## config.mk

```make
export PLATFORM = sky130hd
export DESIGN_NAME = instr_fetch_flat
export DESIGN_NICKNAME = d
export VERILOG_FILES = /design/src/rtl/instr_fetch_pkg.sv /design/src/rtl/instr_fetch_if.sv /design/src/rtl/instr_fetch.sv /design/src/flat_wrapper.sv
export SDC_FILE = /design/constraint.sdc
export NUM_CORES = 1
export LEC_CHECK = 0
export BUFFER_PORTS_ARGS = -buffer_cell sky130_fd_sc_hd__buf_2
export CAP_MARGIN = 15
export CORE_UTILIZATION = 49
export DETAILED_ROUTE_END_ITERATION = 7
export PLACE_DENSITY = 0.76
export SYNTH_ARGS = -nofsm -noshare
export SYNTH_HDL_FRONTEND = slang
export SYNTH_SLANG_ARGS = --single-unit
```

## constraint.sdc

```tcl
create_clock -name clk -period 3 [get_ports clk]
set_clock_uncertainty 0.2 [all_clocks]
set_input_delay 0.6 -clock clk [delete_from_list [all_inputs] [get_ports clk]]
set_output_delay 0.6 -clock clk [all_outputs]
set_load 0.01 [all_outputs]
```

## src/rtl/instr_fetch_pkg.sv

```systemverilog
// Opcode constants, default widths and the fetch FSM state type for instr_fetch.
package instr_fetch_pkg;

    localparam int ADDR_W_DEF = 10;
    localparam int WORD_W_DEF = 17;

    localparam logic [7:0] OP_STOP        = 8'h00;
    localparam logic [7:0] OP_PUSH0       = 8'h5F;
    localparam logic [7:0] OP_PUSH1       = 8'h60;
    localparam logic [7:0] OP_PUSH2       = 8'h61;
    localparam logic [7:0] OP_PUSH_ILL_LO = 8'h62;
    localparam logic [7:0] OP_PUSH_ILL_HI = 8'h7F;

    typedef enum logic [2:0] {
        OP_ADDR,
        OP_DATA,
        IMM_DATA,
        HOLD,
        HALT
    } fetch_state_t;

    // Immediate bytes following the opcode; unsupported wide pushes carry none.
    function automatic logic [1:0] imm_len(input logic [7:0] op);
        case (op)
            OP_PUSH1: return 2'd1;
            OP_PUSH2: return 2'd2;
            default:  return 2'd0;
        endcase
    endfunction

    function automatic logic is_illegal(input logic [7:0] op);
        return (op >= OP_PUSH_ILL_LO) && (op <= OP_PUSH_ILL_HI);
    endfunction

endpackage

```

## src/rtl/instr_fetch_if.sv

```systemverilog
// Fetch-stage bundle: ROM port, decoded-op handshake to execute, redirect and halt status.
interface instr_fetch_if
    import instr_fetch_pkg::*;
#(
    parameter int ADDR_W = ADDR_W_DEF,
    parameter int WORD_W = WORD_W_DEF
);
    logic [ADDR_W-1:0] rom_addr;
    logic [7:0]        rom_data;
    logic              op_valid;
    logic              op_ready;
    logic [7:0]        op_code;
    logic [WORD_W-1:0] op_imm;
    logic [ADDR_W-1:0] op_pc;
    logic              op_illegal;
    logic              redir_valid;
    logic [ADDR_W-1:0] redir_pc;
    logic              halted;

    modport master (
        output rom_addr, input rom_data,
        output op_valid, input op_ready,
        output op_code, output op_imm, output op_pc, output op_illegal,
        input  redir_valid, input redir_pc,
        output halted
    );

    modport slave (
        input  rom_addr, output rom_data,
        input  op_valid, output op_ready,
        input  op_code, input op_imm, input op_pc, input op_illegal,
        output redir_valid, output redir_pc,
        input  halted
    );
endinterface

```

## src/rtl/instr_fetch.sv

```systemverilog
// Bytecode fetch/decode: reads opcode plus up to two PUSH immediate bytes from a 1-cycle ROM.
// Latency: first op 2 cycles after reset; plain op every 2 cycles, PUSH1 every 3, PUSH2 every 4.
// Backpressure: op held stable in HOLD until op_ready; redir_valid preempts everything.
module instr_fetch
    import instr_fetch_pkg::*;
#(
    parameter int ADDR_W = ADDR_W_DEF,
    parameter int WORD_W = WORD_W_DEF
) (
    input  logic          clk,
    input  logic          rst,
    instr_fetch_if.master fif
);

    fetch_state_t      state, state_nxt;
    logic [ADDR_W-1:0] pc;
    logic [ADDR_W-1:0] rom_addr_q, rom_addr_c;
    logic [1:0]        remaining;
    logic [7:0]        op_code_q;
    logic [WORD_W-1:0] op_imm_q;
    logic [ADDR_W-1:0] op_pc_q;
    logic              op_ill_q;
    logic [ADDR_W-1:0] next_pc;

    assign next_pc = op_pc_q + ADDR_W'(1) + ADDR_W'(imm_len(op_code_q));

    always_ff @(posedge clk) begin
        if (rst) begin
            state      <= OP_ADDR;
            pc         <= '0;
            rom_addr_q <= '0;
            remaining  <= '0;
            op_code_q  <= '0;
            op_imm_q   <= '0;
            op_pc_q    <= '0;
            op_ill_q   <= 1'b0;
        end else begin
            state      <= state_nxt;
            rom_addr_q <= rom_addr_c;
            if (fif.redir_valid) begin
                pc        <= fif.redir_pc;
                remaining <= '0;
            end else begin
                case (state)
                    OP_DATA: begin
                        op_code_q <= fif.rom_data;
                        op_pc_q   <= pc;
                        op_ill_q  <= is_illegal(fif.rom_data);
                        op_imm_q  <= '0;
                        remaining <= imm_len(fif.rom_data);
                        if (imm_len(fif.rom_data) != 2'd0)
                            pc <= pc + ADDR_W'(1);
                    end
                    IMM_DATA: begin
                        op_imm_q  <= {op_imm_q[WORD_W-9:0], fif.rom_data};
                        remaining <= remaining - 2'd1;
                        if (remaining == 2'd2)
                            pc <= pc + ADDR_W'(1);
                    end
                    HOLD: begin
                        if (fif.op_ready)
                            pc <= next_pc;
                    end
                    default: ;
                endcase
            end
        end
    end

    always_comb begin
        state_nxt = state;
        if (fif.redir_valid) begin
            state_nxt = OP_ADDR;
        end else begin
            case (state)
                OP_ADDR:  state_nxt = OP_DATA;
                OP_DATA:  state_nxt = (imm_len(fif.rom_data) != 2'd0) ? IMM_DATA : HOLD;
                IMM_DATA: state_nxt = (remaining == 2'd1) ? HOLD : IMM_DATA;
                HOLD: begin
                    if (fif.op_ready)
                        state_nxt = (op_code_q == OP_STOP) ? HALT : OP_DATA;
                end
                HALT:     state_nxt = HALT;
                default:  state_nxt = OP_ADDR;
            endcase
        end
    end

    // ROM address is combinational so the next byte is requested in the same cycle as the decision.
    always_comb begin
        rom_addr_c = rom_addr_q;
        if (rst) begin
            rom_addr_c = '0;
        end else if (!fif.redir_valid) begin
            case (state)
                OP_ADDR:  rom_addr_c = pc;
                OP_DATA:  if (imm_len(fif.rom_data) != 2'd0) rom_addr_c = pc + ADDR_W'(1);
                IMM_DATA: if (remaining == 2'd2) rom_addr_c = pc + ADDR_W'(1);
                HOLD:     if (fif.op_ready) rom_addr_c = next_pc;
                default:  ;
            endcase
        end
    end

    assign fif.rom_addr   = rom_addr_c;
    assign fif.op_valid   = !rst && (state == HOLD);
    assign fif.halted     = !rst && (state == HALT);
    assign fif.op_code    = op_code_q;
    assign fif.op_imm     = op_imm_q;
    assign fif.op_pc      = op_pc_q;
    assign fif.op_illegal = op_ill_q;

endmodule

```

## src/flat_wrapper.sv

```systemverilog
// flat-port wrapper written by rule: the top's interface ports become plain ports
module instr_fetch_flat import instr_fetch_pkg::*;
#(
    parameter int ADDR_W = ADDR_W_DEF,
    parameter int WORD_W = WORD_W_DEF
)
  (clk, rst, fif_rom_addr, fif_rom_data, fif_op_valid, fif_op_ready, fif_op_code, fif_op_imm, fif_op_pc, fif_op_illegal, fif_redir_valid, fif_redir_pc, fif_halted);
  instr_fetch_if #(.ADDR_W(ADDR_W), .WORD_W(WORD_W)) fif_i ();
  input  logic clk;
  input  logic rst;
  output wire logic [$bits(fif_i.rom_addr)-1:0] fif_rom_addr;
  input wire logic [$bits(fif_i.rom_data)-1:0] fif_rom_data;
  output wire logic [$bits(fif_i.op_valid)-1:0] fif_op_valid;
  input wire logic [$bits(fif_i.op_ready)-1:0] fif_op_ready;
  output wire logic [$bits(fif_i.op_code)-1:0] fif_op_code;
  output wire logic [$bits(fif_i.op_imm)-1:0] fif_op_imm;
  output wire logic [$bits(fif_i.op_pc)-1:0] fif_op_pc;
  output wire logic [$bits(fif_i.op_illegal)-1:0] fif_op_illegal;
  input wire logic [$bits(fif_i.redir_valid)-1:0] fif_redir_valid;
  input wire logic [$bits(fif_i.redir_pc)-1:0] fif_redir_pc;
  output wire logic [$bits(fif_i.halted)-1:0] fif_halted;
  assign fif_rom_addr = fif_i.rom_addr;
  assign fif_i.rom_data = fif_rom_data;
  assign fif_op_valid = fif_i.op_valid;
  assign fif_i.op_ready = fif_op_ready;
  assign fif_op_code = fif_i.op_code;
  assign fif_op_imm = fif_i.op_imm;
  assign fif_op_pc = fif_i.op_pc;
  assign fif_op_illegal = fif_i.op_illegal;
  assign fif_i.redir_valid = fif_redir_valid;
  assign fif_i.redir_pc = fif_redir_pc;
  assign fif_halted = fif_i.halted;
  instr_fetch #(.ADDR_W(ADDR_W), .WORD_W(WORD_W)) u_core (.clk(clk), .rst(rst), .fif(fif_i));
endmodule
```

==> results of run 1 <==
-- critical path, cell delays in order, from the launching register on --
cell and delay (ns):
dfxtp_2 0.32, or4_4 0.54, nor2_4 0.11, nand4b_1 0.11, ha_2 0.20, fa_2 0.34
and4b_1 0.28, nand2_1 0.09, xor2_2 0.16, nor2_1 0.07, a311o_1 0.27, buf_2 0.14
-- registers in the layout (all words and copies together) (netlist names) --
name and flops:
u_core.fif.op_code 8, u_core.fif.op_illegal 1, u_core.fif.op_imm 17, u_core.fif.op_pc 10, u_core.pc 10, u_core.remaining 2, u_core.rom_addr_q 10, u_core.state 3
-- Yosys cell counts (all sizes together), types with 8 or more instances --
library cell	n
a21oi	27
nand3	8
clkbuf	24
xnor2	10
nor3	8
o21ai	16
inv	12
nand2	59
a22oi	24
dfxtp	61
nor2	44
-- how the worst min path moves through the flow --
stage               cells past startpoint              endpoint  slack (ns)
global route                            2  u_core.rom_addr_q[5]        0.30
finish                                  2  u_core.rom_addr_q[5]        0.27
global placement                        2  u_core.rom_addr_q[7]        0.23
detailed placement                      2  u_core.rom_addr_q[5]        0.25
floorplan                               2  u_core.rom_addr_q[1]        0.22
CTS                                     2  u_core.rom_addr_q[7]        0.27
-- layer usage --
layer,part of all wire,up-vias,GRT usage
met2,0.47,155,0.4795
met5,0,-,0
met3,0.077,26,0.06813
li1,-,1673,-
met1,0.43,1622,0.4023
met4,0.020,0,0.1224
-- report_power, final --
part / total, mW / internal, mW / leakage, nW / switching, mW
clock: 0.748 / 0.386 / 0.0918 / 0.363
combinational: 0.256 / 0.115 / 1.27 / 0.141
sequential: 0.861 / 0.833 / 0.496 / 0.0276
total: 1.86 / 1.33 / 1.86 / 0.531
-- final cells by class --
type | instances | area, um2 | area share
Clock inverter | 7 | 75.07 | 0.01713
Clock buffer | 9 | 123.9 | 0.02826
Multi-Input combinational cell | 295 | 1948 | 0.4445
Tap cell | 77 | 96.34 | 0.02198
Timing Repair Buffer | 137 | 872.1 | 0.1990
Sequential cell | 61 | 1222 | 0.2789
Inverter | 12 | 45.04 | 0.01028
-- stage by stage --
step	setup TNS [ns]	total power, mW	setup slack, ns
after floorplan	-0.7688	1.007	-0.2687
after global placement	-3.268	1.111	-0.4253
after detailed placement	-3.596	1.116	-0.4438
after CTS	-6.241	1.867	-0.8036
after global routing	-7.642	1.934	-0.9490
final	-6.071	1.864	-0.7966
-- cells by family (layout without fill, tap and decap cells) --
logic type / Yosys count / after routing / share of synthesized area
AOI/OAI and AO/OA: 112 / 112 / 0.2501
xor gates and xnor gates: 15 / 15 / 0.04116
adders and majority gates: 6 / 6 / 0.02587
buffers and inverters: 41 / 165 / 0.05018
DFF: 61 / 61 / 0.3826
muxes: 6 / 6 / 0.01999
and+or+nand+nor: 156 / 156 / 0.2301
-- what timing repair did --
action                     CTS  global route
hold endpoints to repair     0             0
gates resized for setup     22             5
setup endpoints to repair   10            15
pin swaps                   18             9
buffers inserted            12             3
==> results.txt, run 1 <==
----------------------------------------------------
[Setup path]
  Required @ worst endpoint ... about 2.2 ns
  Worst flop-to-flop path startpoint ... u_core.fif.op_code[1]
  Nature of the critical path startpoint ... flip-flop
  Worst reg2reg path endpoint ... u_core.pc[4]
  Register-to-register setup slack ... roughly 0.060 ns
  Arrival time of the worst setup path ... about 3 ns
  Cell depth of the worst flop-to-flop path ... 11
  WS Path Type ... reg -> out
  Worst-path fanout max ... 3
  Worst setup path startpoint ... u_core.fif.op_code[1]
  CP endpoint kind ... primary output
  Critical path endpoint ... fif_rom_addr[6]

[Synth]
  Cells after Synth ... just under 400
  Largest cells by area after synthesis ... dfxtp_1 (38%), nand2_1 (6.9%), a22oi_1 (5.6%)
  Primary FF master, synth ... dfxtp_1
  Count of unique library cells instantiated by Yosys ... 60
  Synth async-reset ratio ... 0
  Number of storage elements in the synthesis netlist ... a little over 60
  Total of warnings raised by yosys ... 0
  Mean instance size in the synthesized netlist ... 8.040 um2
  Area of the mapped netlist ... approximately 3200 um2
  Yosys top cell area share ... 0.3826
  Post-synthesis sequential area ratio ... 0.3826
  Library cell with the largest summed area after synthesis ... dfxtp_1
  Number of enable flip-flop cells after synthesis ... 0
  Synthesized Nets ... about 430

[Drt]
  Number of violations reported at the end of detailed-routing iteration 0 ... 328
  Routed Wire Length ... ~9700 um
  Router iterations before antenna repair ... 5
  # DRC ... 0
  Ratio of routed vias to standard cells ... 5.813
  Routed wirelength normalized by instance count ... between 15 and 20 um
  Number of routed nets with antenna violations ... 0
  Via total after detailed routing ... 3,476

[Clock tree]
  Clock sink count ... slightly above 60
  Buffer depth of the longest clock path ... 2
  Depth of the CTS H-tree ... 3
  Skew-Pair Late Insertion Delay ... about 0.35 ns
  Hold buffer count at cts ... 0
  Total clock buffers created by CTS ... 9
  Clock root buffer master ... clkbuf_8
  Clock-pin slew reported for the worst setup and hold paths after clock tree synthesis ... about 0.08 ns
  TritonCTS clock tree ... yes

[Cells and area]
  Non-filler instance count after layout ... roughly 600
  Share of the core filled with cells ... 0.6942
  Post-layout instance area ... 4383 um2
  Net count, final ... 544
  Most frequent cells in the layout ... buf_2 (67), buf_4 (67), dfxtp_1 (60), nand2_1 (58), nor2_1 (42)
  Antenna Diode Count ... 0
  Fraction of final layout cells with drive strength greater than 1 ... 0.3647
  Fill cell instance count of the final layout ... ~520
  Relative area change from synthesis to final layout ... 37.32%

[Floorplanning]
  Top-level I/O count ... 70
  Core Region ... around 6300 um2
  Die X ... ~83 um
  Effective utilization at floorplan ... 0.5055
  Core Rows ... 29
  Die ar. ... slightly below 7000 um2
  Die span in y ... 82.71 um

[Job]
  Max-cap violations ... 0

[Global routing]
  Maximum number of pins on one net before global-route repair ... 54
  Global-route usage over all layers ... 0.3050
  Via count of the first global-routing pass ... around 3,200
  Antenna violations before repair ... 0
  Grt total ovfl ... 0
  Wire length of the first global-routing pass ... about 16,000 um

[Timing]
  Ratio of final minimum period to clock period ... 1.266
  Time the worst path needs with I/O delays and setup ... about 3.8 ns
  Transition time of the tightest slew-check pin ... between 1 and 1.5 ns
  Worst relative slew slack ... 0.3162
  Min setup slack post-route ... -0.7966 ns
  Unrepaired setup endpoints after global routing ... true
  Final count of hold timing violations ... 0
  Final hold slack ... roughly 0.27 ns
  Highest Clock Rate ... 263.4 MHz
  Setup violators final ... 10
  Slew Viols, Final ... 0

[Outcome]
  Status ... finished with violations
  Failing checks ... negative setup slack

[Placed design]
  Placement Cell Area ... 3998 um2
  Routability congestion estimate from global placement ... about 0.95
  # placed instances ... about 570
  Placed wire-length estimate after detailed placement ... around 7100 um
  Number of buffer cells added on primary ports ... 69

[Worst hold path]
  Beginning of the worst hold path ... u_core.rom_addr_q[5]
  Worst Hold Class ... reg -> reg

[Power and ir drop]
  Leakage power summed over all cells ... approximately 1.9 nW
  Peak VDD IR ... 0.2750 mV
  Power density over the cells ... between 400 and 500 nW/um2

----------------------------------------------------
(Power assumes the default switching activity.)
==> run 2, diff against run 1 <==
- ABC_CLOCK_PERIOD_IN_PS: not set -> 3000
- SKIP_LAST_GASP: not set -> 1
==> run 2 against run 1 <==
Against the previous run:
- the run still ends with negative setup slack left
- setup slack gained 0.0015 ns
- die area is the same
- worst hold slack gained 0.0023 ns
- flip-flop and latch count is the same
- non-clock buffer count is the same
- power is essentially flat
- critical path depth is the same
- first-iteration DRC count shrank 6.1%
- register-to-register slack is essentially flat
- highest routed layer unchanged
==> results.txt, run 2 (synthesis gave the netlist of run 1 again) <==
----------------------------------------------------
[Drt]
  Number of violations reported at the end of detailed-routing iteration 0 ... approximately 310
  Wire length on met1 ... slightly above 4000 um
  Routed Wire Length ... approximately 9700 um
  Met2 WL ... ~4600 um
  Via total after detailed routing ... about 3,500
  Ratio of routed vias to standard cells ... around 5.8
  Number of routed nets with antenna violations ... 0
  Router iterations before antenna repair ... 4
  # DRC ... 0
  Uppermost signal routing layer after detailed routing ... met4
  Met3 wire length ... between 700 and 800 um
  Routed wirelength normalized by instance count ... around 16 um

[Cells and area]
  Relative area change from synthesis to final layout ... 36.85%
  Number of flip-flops in the largest register ... 17
  Antenna Diode Count ... 0
  Fraction of final layout cells with drive strength greater than 1 ... 0.3589
  Net count, final ... between 500 and 600
  Non-filler instance count after layout ... roughly 600
  Share of the core filled with cells ... 0.6918
  Most frequent cells in the layout ... buf_2 (67), buf_4 (67), dfxtp_1 (60), nand2_1 (58), nor2_1 (42)

[Global routing]
  Maximum number of pins on one net before global-route repair ... 54
  Via count of the first global-routing pass ... around 3,200
  Wire length of the first global-routing pass ... 15,550 um
  Global-route usage over all layers ... 0.3050
  Grt total ovfl ... 0
  Antenna violations before repair ... 0

[Setup path]
  Worst flop-to-flop path startpoint ... u_core.fif.op_code[1]
  Cell depth of the worst flop-to-flop path ... 11
  Register-to-register setup slack ... roughly 0.07 ns
  Worst reg2reg path endpoint ... u_core.pc[4]
  Nature of the critical path startpoint ... flip-flop
  Worst-path fanout max ... 3
  WS Path Type ... reg -> out
  Worst setup path startpoint ... u_core.fif.op_code[1]
  Critical path endpoint ... fif_rom_addr[6]
  CP endpoint kind ... primary output
  Arrival time of the worst setup path ... around 3.0 ns
  Required @ worst endpoint ... 2.20 ns

[Worst hold path]
  Hold path depth ... 2
  Worst Hold Class ... reg -> reg

[Clock tree]
  Hold buffer count at cts ... 0
  Skew-Pair Late Insertion Delay ... about 0.35 ns
  Clock-pin slew reported for the worst setup and hold paths after clock tree synthesis ... about 0.080 ns
  Buffer depth of the longest clock path ... 2
  Total clock buffers created by CTS ... 9
  Depth of the CTS H-tree ... 3
  Clock root buffer master ... clkbuf_8
  TritonCTS clock tree ... yes
  Clock sink count ... 61

[Power and ir drop]
  Power density over the cells ... 427.1 nW/um2
  Sequential cell fraction of total power ... 0.461
  Leakage power summed over all cells ... between 1.5 and 2 nW
  Net Switching ... 532.5 uW
  Pwr Total ... roughly 1.9 mW
  Combinational share of power ... 0.137
  Net switching share of the total power ... 0.2854
  Clock power frac ... 0.402
  Peak VDD IR ... 0.2756 mV
  Internal ... around 1.3 mW

[Placed design]
  Number of buffer cells added on primary ports ... 69
  Routability congestion estimate from global placement ... about 0.95
  # placed instances ... ~570
  Placed wire-length estimate after detailed placement ... between 7000 and 8000 um
  Worst-case setup slack after placement ... -0.4438 ns

[Floorplanning]
  Die span in y ... 82.71 um
  Core Region ... between 6000 and 7000 um2
  Top-level I/O count ... 70
  Die X ... ~83 um
  Die ar. ... a little under 7000 um2
  Effective utilization at floorplan ... 0.5055
  Core Rows ... 29

[Timing]
  Unrepaired setup endpoints after global routing ... true
  Min setup slack post-route ... -0.7951 ns
  Final count of hold timing violations ... 0
  Slew Viols, Final ... 0
  Ratio of final minimum period to clock period ... 1.265
  Transition time of the tightest slew-check pin ... between 1 and 1.5 ns
  Total negative setup slack ... -6.155 ns
  Worst relative slew slack ... 0.3148
  Setup violators final ... 10
  Time the worst path needs with I/O delays and setup ... ~3.8 ns
  Highest Clock Rate ... ~260 MHz

[Outcome]
  Status ... finished with violations
  Failing checks ... negative setup slack

[Job]
  Max-cap violations ... 0

----------------------------------------------------
## run 2: worst min path at each step
stage | from | to | slack [ns]
2_1_floorplan | u_core.rom_addr_q[1] | u_core.rom_addr_q[1] | 0.22
3_3_place_gp | u_core.rom_addr_q[7] | u_core.rom_addr_q[7] | 0.23
3_5_place_dp | u_core.rom_addr_q[5] | u_core.rom_addr_q[5] | 0.25
4_1_cts | u_core.rom_addr_q[7] | u_core.rom_addr_q[7] | 0.27
5_1_grt | u_core.rom_addr_q[5] | u_core.rom_addr_q[5] | 0.30
6_report | u_core.rom_addr_q[5] | u_core.rom_addr_q[5] | 0.27
## run 2: area by class of cell
| cell class | instances | area [um2] |
|---|---|---|
| timing repair buffer | 137 | 872.1 |
| sequential | 61 | 1222 |
| tap | 77 | 96.34 |
| inverter | 12 | 45.04 |
| clock buffer | 9 | 123.9 |
| multi-input combinational | 295 | 1933 |
| clock inverter | 7 | 75.07 |
| fill | 528 | 1946 |
## run 2: worst max-delay path, stage by stage, from the launching register on
cell	delay [ns]
dfxtp_2	0.32
or4_4	0.54
nor2_4	0.11
nand4b_1	0.11
ha_2	0.20
fa_2	0.34
and4b_1	0.28
nand2_1	0.09
xor2_2	0.16
nor2_1	0.07
a311o_1	0.27
buf_2	0.15
## run 2: repair_timing
action,4_1_cts,5_1_grt
gates resized for setup,20,4
setup endpoints to repair,10,15
hold endpoints to repair,0,0
pin swaps,18,8
setup buffers,12,3
## run 2: power by group through the flow
stage / sequential [mW] / combinational (mW) / clock (mW)
2_1_floorplan: 0.871 / 0.135 / 0
3_3_place_gp: 0.877 / 0.234 / 0
3_5_place_dp: 0.877 / 0.238 / 0
4_1_cts: 0.859 / 0.256 / 0.751
5_1_grt: 0.863 / 0.279 / 0.792
6_report: 0.861 / 0.255 / 0.750
## run 2: routing by layer
layer	up-vias	track usage
met5	-	0
met4	0	0.1224
met3	22	0.06813
met2	145	0.4787
met1	1631	0.4029
li1	1673	-
## run 2: per-stage QoR
stage / instance area (um2) / hold slack (ns)
finish: 4368 / 0.2687
global placement: 3998 / 0.2290
global route: 4368 / 0.2960
floorplan: 3223 / 0.2174
CTS: 4370 / 0.2666
detailed placement: 3998 / 0.2460
==> run 3, diff against run 2 <==
- CORE_ASPECT_RATIO: not set -> 1.5
- SKIP_CTS_REPAIR_TIMING: not set -> 1
==> run 3 against run 2 <==
Against the previous run:
- the run still ends with negative setup slack left
- wire length increased by 3.1%
- first-iteration DRC count decreased by 16%
- cell count decreased by 3.3%
- worst hold slack got worse by 0.011 ns
- flip-flop and latch count unchanged
- critical path depth unchanged
- core utilization decreased by 0.95 points
- non-clock buffer count decreased by 17
- count of clock-buffer cells in the layout unchanged
- combinational power decreased by 4%
- global-route usage increased by 0.54 points
- clock power about the same
- critical path type unchanged
==> results.txt, run 3 (synthesis gave the netlist of run 1 again) <==
----------------------------------------------------
[Clock tree]
  Clock sink count ... slightly above 60
  Clock root buffer master ... clkbuf_8
  Total clock buffers created by CTS ... 9
  Clock-pin slew reported for the worst setup and hold paths after clock tree synthesis ... approximately 0.080 ns
  TritonCTS clock tree ... yes
  Depth of the CTS H-tree ... 3
  Buffer depth of the longest clock path ... 2
  Skew-Pair Late Insertion Delay ... roughly 0.36 ns

[Timing]
  Final hold slack ... roughly 0.26 ns
  Transition time of the tightest slew-check pin ... 1.068 ns
  Worst relative slew slack ... 0.2852
  Min setup slack post-route ... -0.9100 ns
  Unrepaired setup endpoints after global routing ... true
  Highest Clock Rate ... between 200 and 300 MHz
  Slew Viols, Final ... 0
  Ratio of final minimum period to clock period ... 1.303
  Setup violators final ... 12
  Time the worst path needs with I/O delays and setup ... roughly 3.9 ns
  Final count of hold timing violations ... 0

[Worst hold path]
  Beginning of the worst hold path ... u_core.fif.op_illegal
  WHS Endpoint ... u_core.fif.op_illegal
  Worst Hold Class ... reg -> reg
  Hold path depth ... 2

[Power and ir drop]
  Peak VDD IR ... slightly below 0.3 mV
  Leakage power summed over all cells ... 1.760 nW
  Power density over the cells ... around 440 nW/um2

[Setup path]
  Slowest-stage cell, CP ... or4_4
  Worst setup path startpoint ... u_core.fif.op_code[1]
  WS Path Type ... reg -> out
  Cell depth of the worst flop-to-flop path ... 11
  CP endpoint kind ... primary output
  Register-to-register setup slack ... -0.04 ns
  Required @ worst endpoint ... 2.20 ns
  Worst flop-to-flop path startpoint ... u_core.fif.op_code[1]
  Cells along the critical path ... or4_4 -> nor2_4 -> nand4b_1 -> ha_2 -> fa_2 -> and4b_1 -> nand2_2 -> xor2_2 -> nor2_2 -> a311o_1 -> buf_2
  Worst-path fanout max ... 3
  Nature of the critical path startpoint ... flip-flop
  Arrival time of the worst setup path ... roughly 3.1 ns
  Worst reg2reg path endpoint ... u_core.rom_addr_q[6]
  Biggest cell delay along the critical path ... roughly 0.54 ns

[Drt]
  # DRC ... 0
  Uppermost signal routing layer after detailed routing ... met4
  Number of violations reported at the end of detailed-routing iteration 0 ... roughly 260
  Met3 wire length ... between 600 and 700 um
  Met2 WL ... ~5200 um
  Number of routed nets with antenna violations ... 0
  Routed wirelength normalized by instance count ... 17.31 um
  Routed Wire Length ... around 10,000 um
  Ratio of routed vias to standard cells ... 5.993
  Via total after detailed routing ... 3,464
  Router iterations before antenna repair ... 5
  Wire length on met1 ... between 3000 and 4000 um

[Outcome]
  Failing checks ... negative setup slack
  Status ... finished with violations

[Cells and area]
  Fraction of final layout cells with drive strength greater than 1 ... 0.3373
  Most frequent standard cell in the layout excluding fill and tap cells ... buf_2
  Number of flip-flops in the largest register ... 17
  Most frequent cells in the layout ... buf_2 (67), dfxtp_1 (60), nand2_1 (58), buf_4 (51), nor2_1 (41)
  Relative area change from synthesis to final layout ... 32.93%
  Post-layout instance area ... ~4200 um2
  Share of the core filled with cells ... 0.6823
  Antenna Diode Count ... 0
  Fill cell instance count of the final layout ... 530
  Net count, final ... ~530

[Job]
  Max-cap violations ... 0

[Global routing]
  Grt total ovfl ... 0
  Antenna violations before repair ... 0
  Maximum number of pins on one net before global-route repair ... 39
  Via count of the first global-routing pass ... 3,370
  Global-route usage over all layers ... 0.3105
  Wire length of the first global-routing pass ... around 16,000 um

[Floorplanning]
  Die X ... between 60 and 70 um
  Die ar. ... 6847 um2
  Core Region ... around 6200 um2
  Core Rows ... 35
  Top-level I/O count ... 70
  Effective utilization at floorplan ... 0.5133
  Die span in y ... ~100 um

[Placed design]
  Placed wire-length estimate after detailed placement ... a little over 7000 um
  Number of buffer cells added on primary ports ... 69
  Worst-case setup slack after placement ... -0.4839 ns
  Placement Cell Area ... 3904 um2
  Routability congestion estimate from global placement ... 0.9969

----------------------------------------------------
run 3: how the worst max path moves through the flow:
stage / endpoint / slack [ns]
finish: fif_rom_addr[6] / -0.91
global route: fif_rom_addr[6] / -1.00
CTS: fif_rom_addr[6] / -0.88
detailed placement: fif_rom_addr[6] / -0.48
global placement: fif_rom_addr[6] / -0.46
floorplan: fif_rom_addr[6] / -0.27
run 3: report_power, final:
group	internal (mW)	switching, mW	total, mW	leakage [nW]
sequential	0.833	0.0270	0.860	0.496
combinational	0.106	0.140	0.246	1.17
clock	0.386	0.362	0.747	0.0918
run 3: per-layer routing:
metal,GRT usage,vias to the layer above
met5,0,-
met4,0.1827,0
met3,0.08145,36
met2,0.5331,163
met1,0.3296,1625
li1,-,1640
run 3: final cells by class:
cell class | instances | area [um2] | area share
sequential | 61 | 1222 | 0.2881
clock buffer | 9 | 123.9 | 0.02919
multi-input combinational | 295 | 1943 | 0.4580
timing repair buffer | 120 | 740.7 | 0.1746
clock inverter | 7 | 75.07 | 0.01769
inverter | 12 | 45.04 | 0.01062
tap | 74 | 92.59 | 0.02182
run 3: metrics by stage:
stage / power [mW] / setup TNS [ns] / instances
global placement: 1.103 / -3.131 / 558
global route: 1.915 / -7.714 / 578
CTS: 1.846 / -6.934 / 574
detailed placement: 1.108 / -3.456 / 558
finish: 1.853 / -6.269 / 578
floorplan: 1.007 / -0.7688 / 397
run 3: worst max-delay path, delay by kind of cell, from the launching register on:
kind	cells	cell delay, ns
simple gates	6	1.21
fa+ha+maj	2	0.58
flops	1	0.33
compound gates	1	0.28
xor+xnor	1	0.23
buf+inv	1	0.14
